### config.mk
export PLATFORM = sky130hd
export DESIGN_NAME = vga_scan_generator
export DESIGN_NICKNAME = d
export VERILOG_FILES = /design/src/rtl/pk_vga_scan.sv /design/src/rtl/vga_axis_counter.sv /design/src/rtl/vga_scan_generator.sv
export SDC_FILE = /design/constraint.sdc
export NUM_CORES = 1
export LEC_CHECK = 0
export CORE_AREA = 2 2 83 117
export CTS_BUF_LIST = sky130_fd_sc_hd__clkbuf_2
export DETAILED_ROUTE_END_ITERATION = 7
export DIE_AREA = 0 0 85 119
export PLACE_DENSITY = 0.83
export REMOVE_ABC_BUFFERS = 1
export SLEW_MARGIN = 40
export SYNTH_ARGS = -nofsm -noshare
export SYNTH_HDL_FRONTEND = slang
export SYNTH_SLANG_ARGS = --single-unit
### constraint.sdc
create_clock -name piul1Clock -period 5.6 [get_ports piul1Clock]
set_input_delay 0.84 -clock piul1Clock [delete_from_list [all_inputs] [get_ports piul1Clock]]
set_output_delay 0.84 -clock piul1Clock [all_outputs]
set_load 0.005 [all_outputs]
### src/rtl/pk_vga_scan.sv
// pk_vga_scan: shared types and helpers for the VGA scan generator.
// Contents: region_e (position inside one axis), timing_t (per-pixel flag bundle),
// total() (axis period from its four region lengths).
package pk_vga_scan;
    typedef enum logic [1:0] {SYNC, BACKPORCH, DISPLAY, FRONTPORCH} region_e;
    typedef struct packed {
        logic hsync;
        logic vsync;
        logic active;
        logic frame_start;
    } timing_t;
    function automatic int total(input int sync_len, input int bp_len, input int act_len, input int fp_len);
        return sync_len + bp_len + act_len + fp_len;
    endfunction
endpackage

### src/rtl/vga_axis_counter.sv
// vga_axis_counter: one scan axis (pixels of a line or lines of a frame), region order sync/bp/active/fp.
// Ports: clk, rst (async, active high), en (count enable);
//        wrap (counter at last position), sync / active (region flags), first (first active position).
module vga_axis_counter
    import pk_vga_scan::*;
#(
    parameter int SYNC_LEN = 96,
    parameter int BP_LEN   = 48,
    parameter int ACT_LEN  = 640,
    parameter int FP_LEN   = 16
) (
    input  logic clk,
    input  logic rst,
    input  logic en,
    output logic wrap,
    output logic sync,
    output logic active,
    output logic first
);
    localparam int TOTAL = total(SYNC_LEN, BP_LEN, ACT_LEN, FP_LEN);
    localparam int CW = $clog2(TOTAL);
    logic [CW-1:0] cnt_q, cnt_d;
    region_e region;
    if (SYNC_LEN < 1 || BP_LEN < 1 || ACT_LEN < 1 || FP_LEN < 1) begin : g_len_err
        $error("vga_axis_counter: every region length must be at least 1");
    end
    always_comb begin
        wrap   = cnt_q == CW'(TOTAL - 1);
        cnt_d  = en ? (wrap ? '0 : cnt_q + 1'b1) : cnt_q;
        region = cnt_q < CW'(SYNC_LEN) ? SYNC :
                 cnt_q < CW'(SYNC_LEN + BP_LEN) ? BACKPORCH :
                 cnt_q < CW'(SYNC_LEN + BP_LEN + ACT_LEN) ? DISPLAY : FRONTPORCH;
        sync   = region == SYNC;
        active = region == DISPLAY;
        first  = cnt_q == CW'(SYNC_LEN + BP_LEN);
    end
    always_ff @(posedge clk or posedge rst) begin
        if (rst) cnt_q <= '0;
        else cnt_q <= cnt_d;
    end
endmodule

### src/rtl/vga_scan_generator.sv
// vga_scan_generator: parametrised VGA timing plus zoomed frame-buffer addressing with read-latency alignment.
// Ports: piul1Clock/piul1Reset (async, active high)/piul1Enable (pixel strobe, low freezes everything);
//        poulAddr -> buffer, piulRgb <- buffer {R,G,B} RD_LATENCY cycles later;
//        poulRed/Green/Blue, poul1HSync, poul1VSync, poul1Blank_n, poul1FrameStart -> DAC, all mutually aligned.
module vga_scan_generator
    import pk_vga_scan::*;
#(
    parameter int H_ACT           = 640,
    parameter int H_FP            = 16,
    parameter int H_SYNC          = 96,
    parameter int H_BP            = 48,
    parameter int V_ACT           = 480,
    parameter int V_FP            = 10,
    parameter int V_SYNC          = 2,
    parameter int V_BP            = 33,
    parameter int SYNC_ACTIVE_LOW = 1,
    parameter int ZOOM_LOG2       = 1,
    parameter int BUF_H           = 320,
    parameter int BUF_V           = 240,
    parameter int ADDR_W          = 17,
    parameter int COLOR_W         = 4,
    parameter int RD_LATENCY      = 1
) (
    input  logic                   piul1Clock,
    input  logic                   piul1Reset,
    input  logic                   piul1Enable,
    output logic [ADDR_W-1:0]      poulAddr,
    input  logic [3*COLOR_W-1:0]   piulRgb,
    output logic [COLOR_W-1:0]     poulRed,
    output logic [COLOR_W-1:0]     poulGreen,
    output logic [COLOR_W-1:0]     poulBlue,
    output logic                   poul1HSync,
    output logic                   poul1VSync,
    output logic                   poul1Blank_n,
    output logic                   poul1FrameStart
);
    localparam int ZW = ZOOM_LOG2 > 0 ? ZOOM_LOG2 : 1;
    localparam logic [ZW-1:0] ZMAX = ZW'((1 << ZOOM_LOG2) - 1);
    localparam int RGB_W = 3 * COLOR_W;
    if (H_ACT != (BUF_H << ZOOM_LOG2) || V_ACT != (BUF_V << ZOOM_LOG2)) begin : g_zoom_err
        $error("vga_scan_generator: active area must equal the buffer scaled by 2**ZOOM_LOG2");
    end
    if (BUF_H * BUF_V > (1 << ADDR_W)) begin : g_addr_err
        $error("vga_scan_generator: buffer does not fit in ADDR_W address bits");
    end
    if (RD_LATENCY < 1 || RD_LATENCY > 4) begin : g_lat_err
        $error("vga_scan_generator: RD_LATENCY must be 1..4");
    end
    logic h_wrap, h_sync, h_act, h_first, v_wrap, v_sync, v_act, v_first;
    vga_axis_counter #(.SYNC_LEN(H_SYNC), .BP_LEN(H_BP), .ACT_LEN(H_ACT), .FP_LEN(H_FP)) u_h (
        .clk(piul1Clock), .rst(piul1Reset), .en(piul1Enable),
        .wrap(h_wrap), .sync(h_sync), .active(h_act), .first(h_first)
    );
    vga_axis_counter #(.SYNC_LEN(V_SYNC), .BP_LEN(V_BP), .ACT_LEN(V_ACT), .FP_LEN(V_FP)) u_v (
        .clk(piul1Clock), .rst(piul1Reset), .en(piul1Enable & h_wrap),
        .wrap(v_wrap), .sync(v_sync), .active(v_act), .first(v_first)
    );
    timing_t s0, s1_q, s1_d, out_q, out_d;
    timing_t dl_q [RD_LATENCY];
    timing_t dl_d [RD_LATENCY];
    logic [ZW-1:0] col_sub_q, col_sub_d, row_sub_q, row_sub_d;
    logic [ADDR_W-1:0] col_q, col_d, base_q, base_d, addr_q, addr_d;
    logic [RGB_W-1:0] rgb_q, rgb_d;
    always_comb begin
        s0        = {h_sync, v_sync, h_act & v_act, h_first & v_first};
        col_sub_d = col_sub_q;
        col_d     = col_q;
        row_sub_d = row_sub_q;
        base_d    = base_q;
        addr_d    = addr_q;
        s1_d      = s1_q;
        dl_d      = dl_q;
        out_d     = out_q;
        rgb_d     = rgb_q;
        if (piul1Enable) begin
            s1_d   = s0;
            addr_d = s0.active ? base_q + col_q : addr_q;
            if (s0.active) begin
                col_sub_d = col_sub_q == ZMAX ? '0 : col_sub_q + 1'b1;
                col_d     = col_sub_q == ZMAX ? col_q + 1'b1 : col_q;
            end
            // Line end: restart the column; every 2**ZOOM_LOG2-th active line moves the base one buffer row down.
            if (h_wrap) begin
                col_sub_d = '0;
                col_d     = '0;
                if (v_wrap) begin
                    row_sub_d = '0;
                    base_d    = '0;
                end else if (v_act) begin
                    row_sub_d = row_sub_q == ZMAX ? '0 : row_sub_q + 1'b1;
                    base_d    = row_sub_q == ZMAX ? base_q + ADDR_W'(BUF_H) : base_q;
                end
            end
            // Flags wait RD_LATENCY stages so they meet the buffer data at the capture register.
            dl_d[0] = s1_q;
            for (int i = 1; i < RD_LATENCY; i++) dl_d[i] = dl_q[i-1];
            out_d = dl_q[RD_LATENCY-1];
            rgb_d = dl_q[RD_LATENCY-1].active ? piulRgb : '0;
        end
    end
    always_ff @(posedge piul1Clock or posedge piul1Reset) begin
        if (piul1Reset) begin
            col_sub_q <= '0;
            col_q     <= '0;
            row_sub_q <= '0;
            base_q    <= '0;
            addr_q    <= '0;
            s1_q      <= '0;
            dl_q      <= '{default: '0};
            out_q     <= '0;
            rgb_q     <= '0;
        end else begin
            col_sub_q <= col_sub_d;
            col_q     <= col_d;
            row_sub_q <= row_sub_d;
            base_q    <= base_d;
            addr_q    <= addr_d;
            s1_q      <= s1_d;
            dl_q      <= dl_d;
            out_q     <= out_d;
            rgb_q     <= rgb_d;
        end
    end
    // Sync flags are stored as "asserted"; the polarity is applied only at the pins.
    assign poulAddr        = addr_q;
    assign poulRed         = rgb_q[RGB_W-1 -: COLOR_W];
    assign poulGreen       = rgb_q[2*COLOR_W-1 -: COLOR_W];
    assign poulBlue        = rgb_q[COLOR_W-1:0];
    assign poul1HSync      = out_q.hsync ^ (SYNC_ACTIVE_LOW != 0);
    assign poul1VSync      = out_q.vsync ^ (SYNC_ACTIVE_LOW != 0);
    assign poul1Blank_n    = out_q.active;
    assign poul1FrameStart = out_q.frame_start;
endmodule

# Yosys cells after proc, flatten, opt, wreduce, memory -nomap -nowiden
# Cells that the tools add are included.
[word_totals]
reg_bits = 97
in_bits = 15
word_cells = 76
output_inout_bits = 33
[classes]
muxes = 21
n_addsub = 7
n_reduce_logical = 11
order_cmp = 6
n_eq_ne = 6
n_bitwise = 5
[op_table]
columns = ["op", "count"]
rows = [
  ["two-way mux 17 bit", 6],
  ["adder 10 x 1 -> 10 bit (second input constant)", 2],
  ["equality test 10 bit (second input constant)", 2],
  ["less-than comparator 10 bit (second input constant)", 2],
  ["two-way mux 10 bit", 2],
  ["adder 17 x 1 -> 17 bit (second input constant)", 1],
  ["adder 17 bit", 1],
  ["adder 17 x 9 -> 17 bit (second input constant)", 1],
  ["two-way mux 12 bit", 1],
  ["equality test 10 x 6 -> 1 bit (second input constant)", 1],
  ["equality test 10 x 8 -> 1 bit (second input constant)", 1],
  ["less-than comparator 10 x 2 -> 1 bit (second input constant)", 1],
  ["less-than comparator 10 x 6 -> 1 bit (second input constant)", 1],
  ["less-than comparator 10 x 7 -> 1 bit (second input constant)", 1],
  ["less-than comparator 10 x 8 -> 1 bit (second input constant)", 1],
  ["two-way mux 1 bit", 8],
  ["two-way mux 2 bit", 4],
  ["nonzero test 2 bit", 4],
  ["AND reduction 3 bit", 2],
  ["equality test 2 bit (second input constant)", 2],
  ["zero test 2 bit", 2],
  ["AND reduction 2 bit", 2],
  ["AND reduction 4 bit", 1],
  ["AND 1 bit", 3],
  ["2 further kinds", 4],
]

# Logic depth before layout (Yosys ltp)
# Gate-level depths: netlist of run 1.
[depth]
depth_word = 8
ltp_mapped = 8
mapped_depth_nobuf = 6

# Hierarchy
# Synthesis of run 1 repeated with hierarchy kept, for this count alone.
[unflattened]
hier_cells = 481
hier_area_um2 = 4743.3
[modules_own_cells]
columns = ["mod", "seq_area_each_um2", "cells_each", "area_per_inst_um2", "instances"]
rows = [
  ["vga_scan_generator", 1776.7, 339, 3458.3, 1],
  ["vga_axis_counter (u_v)", 250.2, 74, 649.4, 1],
  ["vga_axis_counter (u_h)", 250.2, 68, 635.6, 1],
]

# Worst setup path before layout of run 1
# No wires, ideal clock.
[synth_timing]
path_kind = "input-to-reg"
from = "input port piul1Enable"
to = "register row_sub_q"
arrival_ps = 2115
t_required_ps = 5472
path_buffers = 3
setup_ps = 128
setup_slack_ps = 3357
cell_stages = 7
cell_sequence = "inv_1 > or4_4 > buf_6 > buf_2 > buf_2 > o21ai_0 > o31ai_1"
[synth_between]
elab_chain_len = 1
[synth_rtl]
columns = ["item", "line_no", "rtl"]
rows = [
  ["start: declaration", "vga_scan_generator.sv:26", "input logic piul1Enable,"],
  ["AND reduction 3 bit (no source line)", "-", ""],
  ["end signal: assignment", "vga_scan_generator.sv:115", "row_sub_q <= row_sub_d;"],
  ["end: declaration", "vga_scan_generator.sv:61", "logic [ZW-1:0] col_sub_q, col_sub_d, row_sub_q, row_sub_d;"],
]
# Every way passes these cells.
# A chain may end at the register's enable or synchronous reset.

# Worst setup path in the final report of run 1
[layout_timing]
from = "input port piul1Enable"
to = "register base_q[12]"
[layout_between]
elab_chain_len = 1
[layout_rtl]
columns = ["item", "line_no", "rtl"]
rows = [
  ["AND reduction 4 bit (no source line)", "-", ""],
  ["end signal: assignment", "vga_scan_generator.sv:116", "base_q <= base_d;"],
  ["end: declaration", "vga_scan_generator.sv:62", "logic [ADDR_W-1:0] col_q, col_d, base_q, base_d, addr_q, addr_d;"],
]
# Every way passes these cells.

==> out/metrics.cfg, run 1 <==
[die]
start_util_pct = 52.7
die_area_um2 = 10100
core_um2 = 9200
die_x_um = 85
rows = 42
die_h_um = 119
io_pins = 48

[timing]
final.setup.tns_ns = 0
finalCriticalPeriod_ns = 3.13
relSlewSlack_pct = 50.9
max_freq_ghz = 0.319
worst_pin_slew_ns = 0.736
finalMaxSlewViolations = 0
hold_violations = 0
rsz0062_at_grt = false
post-route-period-util_pct = 55.9
fin_ws_ns = 2.47
setup-violations-final = 0
holdWs_ns = 0.506
skew_ns = 0.0288

[cells_and_area]
area_growth_pct = 13.4
fin_util_pct = 59.7
drive_above_1_share_pct = 6.93
num-nets-final = 575
nFillCells = 772

[worst_setup_path]
worstPathArrival_ns = 3.66
worstSetupPathType = input pin to flop
critPathSlowestCell = or4_1
crit_chain = clkdlybuf4s50_1 > buf_4 > inv_1 > nor4_2 > buf_4 > o211ai_1 > buf_2 > or4_1 > a21oi_1
end_kind = flop
required_ns = 6.13
worst_setup_path_start_kind = input pin
max_stage_delay_ns = 0.50
cp_top_family = buffers and inverters
crit_buf_inv = 5
cp_max_fo = 23
crit_top_cell = buf_4

[grt]
antenna_found_initial = 1
overflow = 0
grt_usage_pct = 22.0
grt_pass1_wl_um = 17900
grt_pass1_vias = 3951
grt_max_degree = 58

[status]
status = complete, no violations

[yosys]
ys.flop_type = dfrtp_1
synth-seq-cells = 91
syn_area_per_cell_um2 = 9.61
synth_cell_types = 56
synth.cell_area_um2 = 4840
synth-seq-area-share_pct = 47.0
yosys_warnings = 0
syn-instance-count = 504
async_flop_share_pct = 100
synth_edf_count = 0

[clock_tree]
numClockSinks = 91
ctsRootBufferMaster = clkbuf_2
htree_levels = 3
clkTransAtPathRegs_ns = 0.24
cts_inserted_buffers = 9
clock_path_buffers = 2
ctsResizeCount = 0
clk_latency_ns = 0.58
cts_hold_buf = 0
post_cts_buffers = 0
cts_tree = built

[detailed_routing]
num_vias = 4020
wire_per_inst_um = 16.1
wl_um = 10600
drt_first_pass_iters = 6
drcViolationCount = 0
via_per_inst = 6.10
drtIter0Drc = 363
antenna_left = 0

[place]
portBuffers = 47
gp_congestion = 0.863
place_hpwl_um = 7430
post-place-ws_ns = 1.85

[power]
p_per_area_nw_per_um2 = 204
seqPwrFrac_pct = 63.5
p_sw_uw = 302
p_leak_nw = 2.45
total_power_mw = 1.12
vdd_drop_max_uv = 165
clkPwrFrac_pct = 28.4
comb_power_share_pct = 8.1
p_sw_share_pct = 27.0
intPower_uw = 818

[job]
maxCapViolCount = 0

[worst_hold_path]
hold_class = flop to flop

cells in the final DEF (no fill, tap or decap), drive strengths merged, types with 3 or more instances in the layout:
cell type	synthesis	final
nand4	13	13
inv	13	12
and4	5	5
o211ai	6	6
nor2	24	24
a31oi	11	11
nand3	25	25
o21ai	33	33
or3	4	4
a41o	3	3
or4	7	7
clkdlybuf4s50	0	47
clkbuf	15	9
mux2i	7	7
o31ai	4	4
dfrtp	91	91
a22o	14	14
xnor2	11	11
clkinv	0	7
xor2	14	14
o41ai	4	4
nand2b	3	3
nor3	11	11
ha	17	17
and3	4	4
mux2	5	5
nor4	13	13
buf	11	7
or2	4	4
a21oi	19	19
and2	4	4
nand2	74	74
a21o	10	10
flip-flops by register name, summed over array words and instances, names as in the netlist:
name / flops
row_sub_q: 1
dl_q: 4
rgb_q: 12
s1_q: 4
base_q: 11
u_h.cnt_q: 10
poul1FrameStart: 1
poulAddr: 17
col_sub_q: 1
poul1Blank_n: 1
u_v.cnt_q: 10
out_q: 2
col_q: 17
worst min-delay path, delay by kind of cell, from the launching register on:
kind | cells | cell delay, ns
compound gates | 1 | 0.06
flops | 1 | 0.39
simple gates | 1 | 0.04
path summary, 6_finish.rpt:
kind                                 to         start  cells after the start  slack (ns)
hold / removal             poulAddr[12]  poulAddr[12]                      2        0.51
max in group asynchronous  u_h.cnt_q[3]    piul1Reset                      3        3.84
hold reg to reg            poulAddr[12]  poulAddr[12]                      2        0.51
setup reg to reg             base_q[12]  u_h.cnt_q[0]                      8        3.04
setup / recovery             base_q[12]   piul1Enable                      9        2.47
min in group asynchronous      col_q[2]    piul1Reset                      2        0.59
kinds of logic after synthesis:
| family | count (synthesis) | synth area share [%] |
|---|---|---|
| xor+xnor | 25 | 4.52 |
| buf+inv | 39 | 3.41 |
| simple gates | 195 | 20.3 |
| fa+ha+maj | 17 | 4.39 |
| other cells | 1 | 0.0774 |
| mux | 12 | 2.61 |
| flops | 91 | 47.0 |
| compound gates | 124 | 17.7 |
final cells by class:
class | count | area (um^2) | area share [%]
sequential | 91 | 2280 | 41.4
clock inverter | 7 | 58.8 | 1.07
clock buffer | 9 | 45.0 | 0.820
antenna | 1 | 2.50 | 0.0455
multi-input combinational | 374 | 2400 | 43.7
inverter | 13 | 50.0 | 0.911
tap | 110 | 138 | 2.51
timing repair buffer | 54 | 520 | 9.47
synth_stat cells, drive strengths merged (5+ instances only):
| cell | n | area share [%] |
|---|---|---|
| nor3 | 11 | 1.1 |
| nand4 | 13 | 1.7 |
| a22o | 14 | 2.5 |
| nor4 | 13 | 2.1 |
| ha | 17 | 4.4 |
| xor2 | 14 | 2.5 |
| xnor2 | 11 | 2.0 |
| inv | 13 | 1.0 |
| or4 | 7 | 1.2 |
| mux2 | 5 | 1.2 |
| dfrtp | 91 | 47 |
| nand3 | 25 | 2.6 |
| and4 | 5 | 0.90 |
| a21o | 10 | 1.5 |
| o211ai | 6 | 0.93 |
| clkbuf | 15 | 1.2 |
| buf | 11 | 1.2 |
| a21oi | 19 | 2.0 |
| o21ai | 33 | 3.4 |
| mux2i | 7 | 1.4 |
| a31oi | 11 | 1.4 |
| nor2 | 24 | 1.9 |
| nand2 | 74 | 5.7 |
per-stage QoR:
| step | std cells | instance area [um^2] |
|---|---|---|
| 3_3_place_gp | 641 | 5380 |
| 2_1_floorplan | 478 | 4730 |
| 3_5_place_dp | 641 | 5380 |
| 4_1_cts | 657 | 5490 |
| 6_report | 659 | 5490 |
| 5_1_grt | 659 | 5490 |
routing by layer:
metal / up-vias / wire length [um] / global-route usage (%) / share of wire [%]
li1: 1924 / - / - / -
met1: 1940 / 4340 / 24.8 / 41
met2: 126 / 5560 / 39.2 / 52
met3: 30 / 373 / 3.95 / 3.5
met4: 0 / 345 / 11.0 / 3.3
met5: - / 0 / 0 / 0
power by group through the flow:
stage               clock network, mW  registers [mW]  logic (mW)
floorplan                           0           0.715      0.0612
global placement                    0           0.720      0.0881
detailed placement                  0           0.721      0.0918
CTS                             0.328           0.710      0.0923
global route                    0.352           0.715       0.104
finish                          0.318           0.711      0.0905
No activity file was read; power rests on OpenSTA's default activity.
==> inputs of run 2 (changes only) <==
==> constraint.sdc (replaced) <==
create_clock -name piul1Clock -period 3.1 [get_ports piul1Clock]
set_input_delay 0.465 -clock piul1Clock [delete_from_list [all_inputs] [get_ports piul1Clock]]
set_output_delay 0.465 -clock piul1Clock [all_outputs]
set_load 0.005 [all_outputs]
==> run 2 against run 1 <==
Global-route usage grew 0.20 points. Cell area grew 0.36%. Total power grew 74%. Sequential share of layout area shrank 0.15 points. Critical path type is now flop to flop. Critical endpoint is now base_q[8]. Largest cell class unchanged.
==> out/metrics.cfg, run 2 (synthesis gave the netlist of run 1 again) <==
[status]
status = complete, no violations  ; unchanged

[grt]
grt_usage_pct = 22.2  ; was 22.0%
grt_max_degree = 43  ; was 58
overflow = 0  ; unchanged
grt_pass1_vias = 3947  ; was 3951
antenna_found_initial = 1  ; unchanged
grt_pass1_wl_um = 18100  ; was 17900 um

[detailed_routing]
wire_per_inst_um = 16.3  ; was 16.1 um
antenna_left = 0  ; unchanged
drcViolationCount = 0  ; unchanged
wl_um = 10800  ; was 10600 um
drtIter0Drc = 375  ; was 363
num_vias = 4035  ; was 4020
via_per_inst = 6.10  ; about the same
drt_first_pass_iters = 5  ; was 6
wl_met1_um = 4350  ; was 4340 um
met2_length_um = 5630  ; was 5560 um
wl_met3_um = 433  ; was 373 um
top_layer_used = met4  ; unchanged

[worst_setup_path]
crit_start = u_v.cnt_q[0]  ; was piul1Enable
cp-endpoint = base_q[8]  ; was base_q[12]
crit_top_cell = a21oi_1  ; was buf_4
critPathSlowestCell = dfrtp_1  ; was or4_1
end_kind = flop  ; unchanged
cp_top_family = compound AO/OA/AOI/OAI gates  ; was buffers and inverters
crit_buf_inv = 1  ; was 5
worst-r2r-setup-slack_ns = 0.69  ; was 3.04 ns
crit_chain = ha_1 > o41ai_1 > a21oi_1 > o211ai_1 > buf_4 > a21oi_1 > a31o_2  ; was clkdlybuf4s50_1 > buf_4 > inv_1 > nor4_2 > buf_4 > o211ai_1 > buf_2 > or4_1 > a21oi_1
r2r_cells = 7  ; was 8
rr_startpoint = u_v.cnt_q[0]  ; was u_h.cnt_q[0]
required_ns = 3.59  ; was 6.13 ns
worst_setup_path_start_kind = flop  ; was input pin
reg2reg_to = base_q[8]  ; was base_q[12]
worst-path-stages = 7  ; was 9
worstPathArrival_ns = 2.90  ; was 3.66 ns
cp_max_fo = 9  ; was 23
worstSetupPathType = flop to flop  ; was input pin to flop
max_stage_delay_ns = 0.50  ; about the same

[clock_tree]
ctsResizeCount = 0  ; unchanged
ctsRootBufferMaster = clkbuf_2  ; unchanged
clk_latency_ns = 0.58  ; about the same
post_cts_buffers = 0  ; unchanged
cts_tree = built  ; unchanged
clkTransAtPathRegs_ns = 0.26  ; was 0.24 ns
clock_path_buffers = 2  ; unchanged
cts_inserted_buffers = 9  ; unchanged
numClockSinks = 91  ; unchanged
htree_levels = 3  ; unchanged
cts_hold_buf = 0  ; unchanged

[timing]
max_freq_ghz = 0.415
worst_pin_slew_ns = 0.698  ; was 0.736 ns
fin_ws_ns = 0.691  ; was 2.47 ns
holdWs_ns = 0.232  ; was 0.506 ns
setup-violations-final = 0  ; unchanged
post-route-period-util_pct = 77.7
relSlewSlack_pct = 53.5  ; was 50.9%
finalCriticalPeriod_ns = 2.41
final.setup.tns_ns = 0  ; unchanged
skew_ns = 0.0492  ; was 0.0288 ns
hold_violations = 0  ; unchanged
rsz0062_at_grt = false  ; unchanged
finalMaxSlewViolations = 0  ; unchanged

[cells_and_area]
nFillCells = 750  ; was 772
layout_commonest_cell = dfrtp_1  ; unchanged
fin_util_pct = 60.0  ; was 59.7%
area_growth_pct = 13.8  ; was 13.4%
drive_above_1_share_pct = 7.62  ; was 6.93%
multiInputGateArea_um2 = 2400  ; about the same
layout.area.seq_um2 = 2280  ; unchanged
final_cell_mix = dfrtp_1, nand2_1, clkdlybuf4s50_1  ; unchanged
num-nets-final = 579  ; was 575

[place]
gp_congestion = 0.880  ; was 0.863
post-place-ws_ns = 0.377  ; was 1.85 ns
place_hpwl_um = 7740  ; was 7430 um
portBuffers = 47  ; unchanged

[power]
p_per_area_nw_per_um2 = 354  ; was 204 nW/um^2
p_leak_nw = 2.46  ; was 2.45 nW
vdd_drop_max_uv = 298  ; was 165 uV

[die]
die_area_um2 = 10100  ; unchanged
die_x_um = 85  ; unchanged
io_pins = 48  ; unchanged
rows = 42  ; unchanged
start_util_pct = 52.7  ; unchanged
die_h_um = 119  ; unchanged
core_um2 = 9200  ; unchanged

[job]
maxCapViolCount = 0  ; unchanged

[worst_hold_path]
hold_class = input pin to async pin  ; was flop to flop

-- run 2: how the worst min path moves through the flow --
stage,start,end,slack [ns],depth (start not counted)
2_1_floorplan,s1_q[2],s1_q[2],0.44,2
3_3_place_gp,s1_q[1],s1_q[1],0.46,1
3_5_place_dp,poulAddr[3],poulAddr[3],0.47,2
4_1_cts,piul1Reset,rgb_q[1],0.27,2
5_1_grt,piul1Reset,poulAddr[0],0.25,2
6_report,piul1Reset,rgb_q[1],0.23,2
-- run 2: worst reg2reg max path, cell delays in order (launching register included) --
cell,delay (ns)
dfrtp_1,0.50
ha_1,0.31
o41ai_1,0.36
a21oi_1,0.21
o211ai_1,0.45
buf_4,0.24
a21oi_1,0.05
a31o_2,0.21
-- run 2: power by group --
part           leakage (nW)  switching [mW]  internal (mW)
sequential             1.23          0.0594           1.23
clock                0.0526           0.395         0.0943
combinational          1.18          0.0963         0.0769
-- run 2: cell type report --
| cell class | instances | area share [%] |
|---|---|---|
| timing repair buffer | 58 | 10.3 |
| multi-input combinational | 374 | 43.5 |
| inverter | 13 | 0.930 |
| clock inverter | 6 | 0.613 |
| tap | 110 | 2.50 |
| antenna | 1 | 0.0454 |
| clock buffer | 9 | 0.817 |
| sequential | 91 | 41.3 |
-- run 2: through the flow --
| stage | instance area [um^2] | std cells | power [mW] |
|---|---|---|---|
| finish | 5510 | 662 | 1.95 |
| global route | 5510 | 662 | 2.04 |
| CTS | 5510 | 661 | 1.96 |
| detailed placement | 5430 | 646 | 1.48 |
| global placement | 5430 | 646 | 1.47 |
| floorplan | 4730 | 478 | 1.40 |
-- run 2: per-layer routing --
| layer | global-route usage, % | vias up |
|---|---|---|
| li1 | - | 1932 |
| met1 | 27.2 | 1932 |
| met2 | 36.7 | 144 |
| met3 | 3.67 | 27 |
| met4 | 12.7 | 0 |
| met5 | 0 | - |
